==> config.mk <==
export PLATFORM = sky130hd
export DESIGN_NAME = dram_burst_sched_flat
export DESIGN_NICKNAME = d
export VERILOG_FILES = /design/src/rtl/dram_burst_sched_if.sv /design/src/rtl/dram_burst_sched.sv /design/src/flat_wrapper.sv
export SDC_FILE = /design/constraint.sdc
export NUM_CORES = 1
export LEC_CHECK = 0
export CAP_MARGIN = 20
export CORE_ASPECT_RATIO = 1.75
export CORE_MARGIN = 10
export CORE_UTILIZATION = 40
export DETAILED_ROUTE_END_ITERATION = 8
export SLEW_MARGIN = 5
export SYNTH_ARGS = -nofsm -noshare
export SYNTH_HDL_FRONTEND = slang
export SYNTH_SLANG_ARGS = --single-unit
==> constraint.sdc <==
create_clock -name clk_i -period 6.7 [get_ports clk_i]
set_clock_uncertainty 0.2 [all_clocks]
set_input_delay 0.67 -clock clk_i [delete_from_list [all_inputs] [get_ports clk_i]]
set_output_delay 0.67 -clock clk_i [all_outputs]
set_load 0.05 [all_outputs]
==> src/rtl/dram_burst_sched_if.sv <==
// ----------------------------------------------------------------------------
// dram_burst_sched_if : FIFO handshakes and DRAM burst port of dram_burst_sched
// Revision 1.0
// ----------------------------------------------------------------------------
`default_nettype none

interface dram_burst_sched_if #(
  parameter int AW = 32
);
  logic          en_i;
  logic          rf_rdy_i;
  logic          rf_incr_o;
  logic          wf_val_i;
  logic          wf_incr_o;
  logic          cmd_val_o;
  logic          cmd_rdy_i;
  logic          cmd_we_o;
  logic [AW-1:0] cmd_addr_o;
  logic [7:0]    cmd_len_o;
  logic          rd_beat_i;
  logic          wr_beat_rdy_i;
  logic          wr_beat_val_o;
  logic          wr_last_o;
  logic          rd_frame_o;
  logic          wr_frame_o;
  logic          busy_o;

  modport master (
    input  en_i, rf_rdy_i, wf_val_i, cmd_rdy_i, rd_beat_i, wr_beat_rdy_i,
    output rf_incr_o, wf_incr_o, cmd_val_o, cmd_we_o, cmd_addr_o, cmd_len_o,
           wr_beat_val_o, wr_last_o, rd_frame_o, wr_frame_o, busy_o
  );

  modport slave (
    output en_i, rf_rdy_i, wf_val_i, cmd_rdy_i, rd_beat_i, wr_beat_rdy_i,
    input  rf_incr_o, wf_incr_o, cmd_val_o, cmd_we_o, cmd_addr_o, cmd_len_o,
           wr_beat_val_o, wr_last_o, rd_frame_o, wr_frame_o, busy_o
  );
endinterface

`default_nettype wire

==> src/rtl/dram_burst_sched.sv <==
// ----------------------------------------------------------------------------
// dram_burst_sched : round-robin burst scheduler sharing one DRAM port
//                    between the read-side and write-side frame FIFOs
// Revision 1.0
// ----------------------------------------------------------------------------
`default_nettype none

module dram_burst_sched #(
  parameter int            AW          = 32,
  parameter int            BURST_LEN   = 16,
  parameter int            BEAT_BYTES  = 8,
  parameter int            FRAME_BEATS = 1024,
  parameter logic [AW-1:0] RD_BASE     = '0,
  parameter logic [AW-1:0] WR_BASE     = 'h10000
) (
  input  wire logic          clk_i,
  input  wire logic          rst_i,
  dram_burst_sched_if.master bus
);

  localparam int            c_CNT_W      = $clog2(BURST_LEN);
  localparam int            c_NBURST     = FRAME_BEATS / BURST_LEN;
  localparam int            c_FCNT_W     = (c_NBURST > 1) ? $clog2(c_NBURST) : 1;
  localparam logic [c_CNT_W-1:0]  c_LAST_BEAT  = c_CNT_W'(BURST_LEN - 1);
  localparam logic [c_FCNT_W-1:0] c_LAST_BURST = c_FCNT_W'(c_NBURST - 1);
  localparam logic [AW-1:0]       c_STEP       = AW'(BURST_LEN * BEAT_BYTES);

  typedef enum logic [2:0] {
    S_IDLE    = 3'd0,
    S_RD_CMD  = 3'd1,
    S_RD_DATA = 3'd2,
    S_WR_CMD  = 3'd3,
    S_WR_DATA = 3'd4
  } state_t;

  state_t              r_state;
  logic [c_CNT_W-1:0]  r_cnt;
  logic [c_FCNT_W-1:0] r_rd_fcnt;
  logic [c_FCNT_W-1:0] r_wr_fcnt;
  logic [AW-1:0]       r_rd_addr;
  logic [AW-1:0]       r_wr_addr;
  logic                r_last_wr;
  logic                r_cmd_val;
  logic                r_cmd_we;
  logic [AW-1:0]       r_cmd_addr;
  logic                r_wr_val;
  logic                r_busy;
  logic                r_rd_frame;
  logic                r_wr_frame;

  logic w_pick_rd;
  logic w_last_beat;
  logic w_rd_xfer;
  logic w_wr_xfer;

  // Read wins a tie whenever the previous grant went to the write side.
  assign w_pick_rd   = bus.rf_rdy_i & (~bus.wf_val_i | r_last_wr);
  assign w_last_beat = (r_cnt == c_LAST_BEAT);
  assign w_rd_xfer   = (r_state == S_RD_DATA) & bus.rd_beat_i;
  assign w_wr_xfer   = (r_state == S_WR_DATA) & bus.wr_beat_rdy_i;

  always_ff @(posedge clk_i) begin
    if (rst_i) begin
      r_state    <= S_IDLE;
      r_cnt      <= '0;
      r_rd_fcnt  <= '0;
      r_wr_fcnt  <= '0;
      r_rd_addr  <= RD_BASE;
      r_wr_addr  <= WR_BASE;
      r_last_wr  <= 1'b1;
      r_cmd_val  <= 1'b0;
      r_cmd_we   <= 1'b0;
      r_cmd_addr <= '0;
      r_wr_val   <= 1'b0;
      r_busy     <= 1'b0;
      r_rd_frame <= 1'b0;
      r_wr_frame <= 1'b0;
    end else begin
      r_rd_frame <= 1'b0;
      r_wr_frame <= 1'b0;
      case (r_state)
        S_IDLE: begin
          if (bus.en_i && (bus.rf_rdy_i || bus.wf_val_i)) begin
            r_cmd_val <= 1'b1;
            r_busy    <= 1'b1;
            if (w_pick_rd) begin
              r_state    <= S_RD_CMD;
              r_last_wr  <= 1'b0;
              r_cmd_we   <= 1'b0;
              r_cmd_addr <= r_rd_addr;
            end else begin
              r_state    <= S_WR_CMD;
              r_last_wr  <= 1'b1;
              r_cmd_we   <= 1'b1;
              r_cmd_addr <= r_wr_addr;
            end
          end
        end
        S_RD_CMD: begin
          if (bus.cmd_rdy_i) begin
            r_state   <= S_RD_DATA;
            r_cmd_val <= 1'b0;
            r_cnt     <= '0;
          end
        end
        S_RD_DATA: begin
          if (bus.rd_beat_i) begin
            if (w_last_beat) begin
              r_state <= S_IDLE;
              r_busy  <= 1'b0;
              r_cnt   <= '0;
              if (r_rd_fcnt == c_LAST_BURST) begin
                r_rd_addr  <= RD_BASE;
                r_rd_fcnt  <= '0;
                r_rd_frame <= 1'b1;
              end else begin
                r_rd_addr <= r_rd_addr + c_STEP;
                r_rd_fcnt <= r_rd_fcnt + 1'b1;
              end
            end else begin
              r_cnt <= r_cnt + 1'b1;
            end
          end
        end
        S_WR_CMD: begin
          if (bus.cmd_rdy_i) begin
            r_state   <= S_WR_DATA;
            r_cmd_val <= 1'b0;
            r_wr_val  <= 1'b1;
            r_cnt     <= '0;
          end
        end
        S_WR_DATA: begin
          if (bus.wr_beat_rdy_i) begin
            if (w_last_beat) begin
              r_state  <= S_IDLE;
              r_busy   <= 1'b0;
              r_wr_val <= 1'b0;
              r_cnt    <= '0;
              if (r_wr_fcnt == c_LAST_BURST) begin
                r_wr_addr  <= WR_BASE;
                r_wr_fcnt  <= '0;
                r_wr_frame <= 1'b1;
              end else begin
                r_wr_addr <= r_wr_addr + c_STEP;
                r_wr_fcnt <= r_wr_fcnt + 1'b1;
              end
            end else begin
              r_cnt <= r_cnt + 1'b1;
            end
          end
        end
        default: begin
          r_state   <= S_IDLE;
          r_cmd_val <= 1'b0;
          r_wr_val  <= 1'b0;
          r_busy    <= 1'b0;
        end
      endcase
    end
  end

  assign bus.rf_incr_o     = w_rd_xfer;
  assign bus.wf_incr_o     = w_wr_xfer;
  assign bus.cmd_val_o     = r_cmd_val;
  assign bus.cmd_we_o      = r_cmd_we;
  assign bus.cmd_addr_o    = r_cmd_addr;
  assign bus.cmd_len_o     = 8'(BURST_LEN - 1);
  assign bus.wr_beat_val_o = r_wr_val;
  assign bus.wr_last_o     = (r_state == S_WR_DATA) & w_last_beat;
  assign bus.rd_frame_o    = r_rd_frame;
  assign bus.wr_frame_o    = r_wr_frame;
  assign bus.busy_o        = r_busy;

endmodule

`default_nettype wire

==> src/flat_wrapper.sv <==
// flat-port wrapper written by rule: the top's interface ports become plain ports
module dram_burst_sched_flat 
#(
  parameter int            AW          = 32,
  parameter int            BURST_LEN   = 16,
  parameter int            BEAT_BYTES  = 8,
  parameter int            FRAME_BEATS = 1024,
  parameter logic [AW-1:0] RD_BASE     = '0,
  parameter logic [AW-1:0] WR_BASE     = 'h10000
)
  (clk_i, rst_i, bus_en_i, bus_rf_rdy_i, bus_wf_val_i, bus_cmd_rdy_i, bus_rd_beat_i, bus_wr_beat_rdy_i, bus_rf_incr_o, bus_wf_incr_o, bus_cmd_val_o, bus_cmd_we_o, bus_cmd_addr_o, bus_cmd_len_o, bus_wr_beat_val_o, bus_wr_last_o, bus_rd_frame_o, bus_wr_frame_o, bus_busy_o);
  dram_burst_sched_if #(.AW(AW)) bus_i ();
  input  wire logic clk_i;
  input  wire logic rst_i;
  input wire logic [$bits(bus_i.en_i)-1:0] bus_en_i;
  input wire logic [$bits(bus_i.rf_rdy_i)-1:0] bus_rf_rdy_i;
  input wire logic [$bits(bus_i.wf_val_i)-1:0] bus_wf_val_i;
  input wire logic [$bits(bus_i.cmd_rdy_i)-1:0] bus_cmd_rdy_i;
  input wire logic [$bits(bus_i.rd_beat_i)-1:0] bus_rd_beat_i;
  input wire logic [$bits(bus_i.wr_beat_rdy_i)-1:0] bus_wr_beat_rdy_i;
  output wire logic [$bits(bus_i.rf_incr_o)-1:0] bus_rf_incr_o;
  output wire logic [$bits(bus_i.wf_incr_o)-1:0] bus_wf_incr_o;
  output wire logic [$bits(bus_i.cmd_val_o)-1:0] bus_cmd_val_o;
  output wire logic [$bits(bus_i.cmd_we_o)-1:0] bus_cmd_we_o;
  output wire logic [$bits(bus_i.cmd_addr_o)-1:0] bus_cmd_addr_o;
  output wire logic [$bits(bus_i.cmd_len_o)-1:0] bus_cmd_len_o;
  output wire logic [$bits(bus_i.wr_beat_val_o)-1:0] bus_wr_beat_val_o;
  output wire logic [$bits(bus_i.wr_last_o)-1:0] bus_wr_last_o;
  output wire logic [$bits(bus_i.rd_frame_o)-1:0] bus_rd_frame_o;
  output wire logic [$bits(bus_i.wr_frame_o)-1:0] bus_wr_frame_o;
  output wire logic [$bits(bus_i.busy_o)-1:0] bus_busy_o;
  assign bus_i.en_i = bus_en_i;
  assign bus_i.rf_rdy_i = bus_rf_rdy_i;
  assign bus_i.wf_val_i = bus_wf_val_i;
  assign bus_i.cmd_rdy_i = bus_cmd_rdy_i;
  assign bus_i.rd_beat_i = bus_rd_beat_i;
  assign bus_i.wr_beat_rdy_i = bus_wr_beat_rdy_i;
  assign bus_rf_incr_o = bus_i.rf_incr_o;
  assign bus_wf_incr_o = bus_i.wf_incr_o;
  assign bus_cmd_val_o = bus_i.cmd_val_o;
  assign bus_cmd_we_o = bus_i.cmd_we_o;
  assign bus_cmd_addr_o = bus_i.cmd_addr_o;
  assign bus_cmd_len_o = bus_i.cmd_len_o;
  assign bus_wr_beat_val_o = bus_i.wr_beat_val_o;
  assign bus_wr_last_o = bus_i.wr_last_o;
  assign bus_rd_frame_o = bus_i.rd_frame_o;
  assign bus_wr_frame_o = bus_i.wr_frame_o;
  assign bus_busy_o = bus_i.busy_o;
  dram_burst_sched #(.AW(AW), .BURST_LEN(BURST_LEN), .BEAT_BYTES(BEAT_BYTES), .FRAME_BEATS(FRAME_BEATS), .RD_BASE(RD_BASE), .WR_BASE(WR_BASE)) u_core (.clk_i(clk_i), .rst_i(rst_i), .bus(bus_i));
endmodule
==> impl_metrics.json <==
{
  "netlist_area_um2": 4903,
  "die_area_um2": 17260,
  "power_density_nw_per_um2": 243.7,
  "fin_setup_tns_ps": 0,
  "peakVddDrop_v": 0.0001429,
  "portBuffers": 41,
  "period_needed_ps": 3633,
  "cts_hold_buf": 0,
  "finalCritPeriodShare": 0.5422,
  "worstPathCellList": "clkdlybuf4s50_1 -> nand4bb_1 -> clkinv_1 -> clkdlybuf4s50_1",
  "grtUsageMet1": 0.1494,
  "antenna_found_initial": 0,
  "routed_wl_um": 12560,
  "drcViolationCount": 0,
  "hp-class": "flip-flop to flip-flop",
  "placed_cell_area_um2": 5368,
  "fmax_mhz": 275.3,
  "grt_pass1_vias": 4224,
  "setup_slack_ps": 3067,
  "setup_viol": 0,
  "report.final.hold_viol_count": 0,
  "drtIter0Drc": 146,
  "die_y_um": 166.5,
  "synthFlopType": "dfxtp_1",
  "ys_ff_latch": 101,
  "final_util": 0.4744,
  "path_buf_inv": 3,
  "worst-endpoint-required_ps": 5830,
  "worst_path_most_repeated_cell": "clkdlybuf4s50_1",
  "clk_pin_slew_ps": 70,
  "dpl_worst_slack_ps": 3081,
  "drive_above_1_share": 0.04738,
  "worstPathArrival_ps": 2760,
  "vias": 4204,
  "cts_buffers": 9,
  "drt_pre_antenna_iters": 6,
  "syn_avg_cell_area_um2": 8.633,
  "cp_max_fo": 11,
  "grt.total_usage": 0.1442,
  "slew_headroom": 0.4728,
  "synth-async-reset-ratio": 0,
  "end_kind": "output port",
  "status": "complete, no violations",
  "coreArea_um2": 12000,
  "placementRows": 53,
  "routedWlPerCell_um": 16.61,
  "die_width_um": 103.7,
  "worst_slew_pin_slew_ps": 790.8,
  "grt_pass1_wl_um": 20830,
  "maxCapViolations": 0,
  "met2_usage": 0.2663,
  "cpPeakStageDelay_ps": 850,
  "cts_tree": "yes",
  "grtUsageMet3": 0.02782,
  "ioPinCount": 57,
  "critPathTopFamily": "buffers and inverters",
  "fillCellCount": 1194,
  "yosysSeqAreaShare": 0.4124,
  "cts_root_buf": "clkbuf_16",
  "final_area_um2": 5694,
  "postCtsResizedCells": 0,
  "cpMaxStageDelayCell": "clkdlybuf4s50_1",
  "cts_setup_buffers": 0,
  "antenna_cells": 0,
  "ys_types": 48,
  "busiest_layer": "met2",
  "leakage_nw": 1.880,
  "clkSinkCount": 101,
  "syn_inst": 568,
  "gp_congestion": 0.8142,
  "setup.worst_path.start_class": "primary input",
  "area_delta_synth_final_pct": 16.13,
  "initial_core_util": 0.4085,
  "final_nets": 600,
  "h-tree-depth": 3,
  "grt_overflow": 0,
  "clock_latency_ps": 350,
  "viasPerCell": 5.561,
  "ant_nets": 0,
  "rsz0062_at_grt": "false",
  "yosysWarnings": 0,
  "slew_violations": 0,
  "dp_hpwl_um": 9125,
  "grt_max_degree": 53,
  "crit_type": "primary input to output port",
  "synth_edf_count": 0,
  "cts_max_path_buffers": 2
}
[per-stage QoR]
step	total power (W)	hold slack, ps	instances
5_1_grt	0.001434	301.3	756
6_report	0.001388	279.9	756
4_1_cts	0.001399	283.2	755
2_1_floorplan	0.0007886	242.3	581
3_5_place_dp	0.0008395	268.2	740
3_3_place_gp	0.0008361	263.7	739
[state kept, by name, indices dropped and copies added, names as in the netlist]
register,count
u_core.bus.busy_o,1
u_core.bus.cmd_addr_o,25
u_core.bus.cmd_val_o,1
u_core.bus.cmd_we_o,1
u_core.bus.rd_frame_o,1
u_core.bus.wr_beat_val_o,1
u_core.bus.wr_frame_o,1
u_core.r_cnt,4
u_core.r_last_wr,1
u_core.r_rd_addr,25
u_core.r_rd_fcnt,6
u_core.r_state,3
u_core.r_wr_addr,25
u_core.r_wr_fcnt,6
[worst register-to-register path: cells and delay by family (launching register included)]
kind	cells	cell delay [ps]
simple gates	3	2010
flops	1	380
compound gates	1	140
fa+ha+maj	1	240
[cell families after synthesis]
| logic type | share of synthesized area |
|---|---|
| mux | 0.05716 |
| xor+xnor | 0.04287 |
| simple gates | 0.2536 |
| fa+ha+maj | 0.01276 |
| other cells | 0.001532 |
| buf+inv | 0.06379 |
| flops | 0.4124 |
| compound gates | 0.1559 |
[metal layers]
metal | vias to the layer above | wire (µm)
met1 | 2003 | 5148
met3 | 20 | 530
met2 | 85 | 6571
met4 | 0 | 306
met5 | - | 0
li1 | 2096 | -
[layout make-up]
cell class / count / area, µm² / share of cell area
multi-input cells: 416 / 2630 / 0.4619
flip-flops and latches: 101 / 2022 / 0.3551
repair buffers: 46 / 471.7 / 0.08284
clock buffers: 11 / 242.7 / 0.04263
well taps: 165 / 206.4 / 0.03626
clock inverters: 4 / 72.57 / 0.01274
inverters: 13 / 48.80 / 0.008570
[report_power, final]
part           internal [W]  total, W  leakage, nW  switching [W]
Clock              0.000335  0.000562        0.152       0.000227
Combinational     0.0000589  0.000192        0.910       0.000133
Sequential         0.000619  0.000633        0.819      0.0000146
Total               0.00101   0.00139         1.88       0.000375
[cells in the mapped netlist, drive strengths merged (3+ instances only)]
master	instances	area (µm²)
o31ai	23	172.7
nand4	10	62.56
and2	3	18.77
o21ai	12	60.06
or3	11	73.82
clkbuf	20	75.07
a211oi	27	202.7
ha	5	62.56
buf	31	188.9
a21oi	39	195.2
and3	7	43.79
xor2	11	96.34
o21bai	4	37.53
nor3	12	60.06
nand2	33	123.9
nand3	35	185.2
nor2	60	225.2
nand3b	4	30.03
inv	12	45.04
mux2i	28	280.3
nor4	11	75.07
or4	22	165.2
xnor2	13	113.9
dfxtp	101	2022
and4	11	96.34
[worst paths after layout]
path / from / end / slack (ps) / cells after the start
worst max-delay path: bus_wr_beat_rdy_i / bus_wf_incr_o / 3070 / 4
worst min-delay path: u_core.r_wr_fcnt[1]$_SDFFE_PP0P_ / u_core.r_wr_fcnt[1]$_SDFFE_PP0P_ / 280 / 2
worst max register to register: u_core.r_cnt[0]$_SDFFE_PP0P_ / u_core.r_rd_addr[29]$_SDFFE_PP0P_ / 3660 / 5
worst min register to register: u_core.r_wr_fcnt[1]$_SDFFE_PP0P_ / u_core.r_wr_fcnt[1]$_SDFFE_PP0P_ / 280 / 2
[layout by cell type, fill, tap and decap left out, types with 15 or more instances in the layout]
cell               n
nand2_1           33
mux2i_1           28
a211oi_1          27
nand3_1           33
a21oi_1           39
or4_1             22
o31ai_1           23
dfxtp_1          101
nor2_1            60
conb_1            15
clkdlybuf4s50_1   41
(Power assumes the default switching activity.)
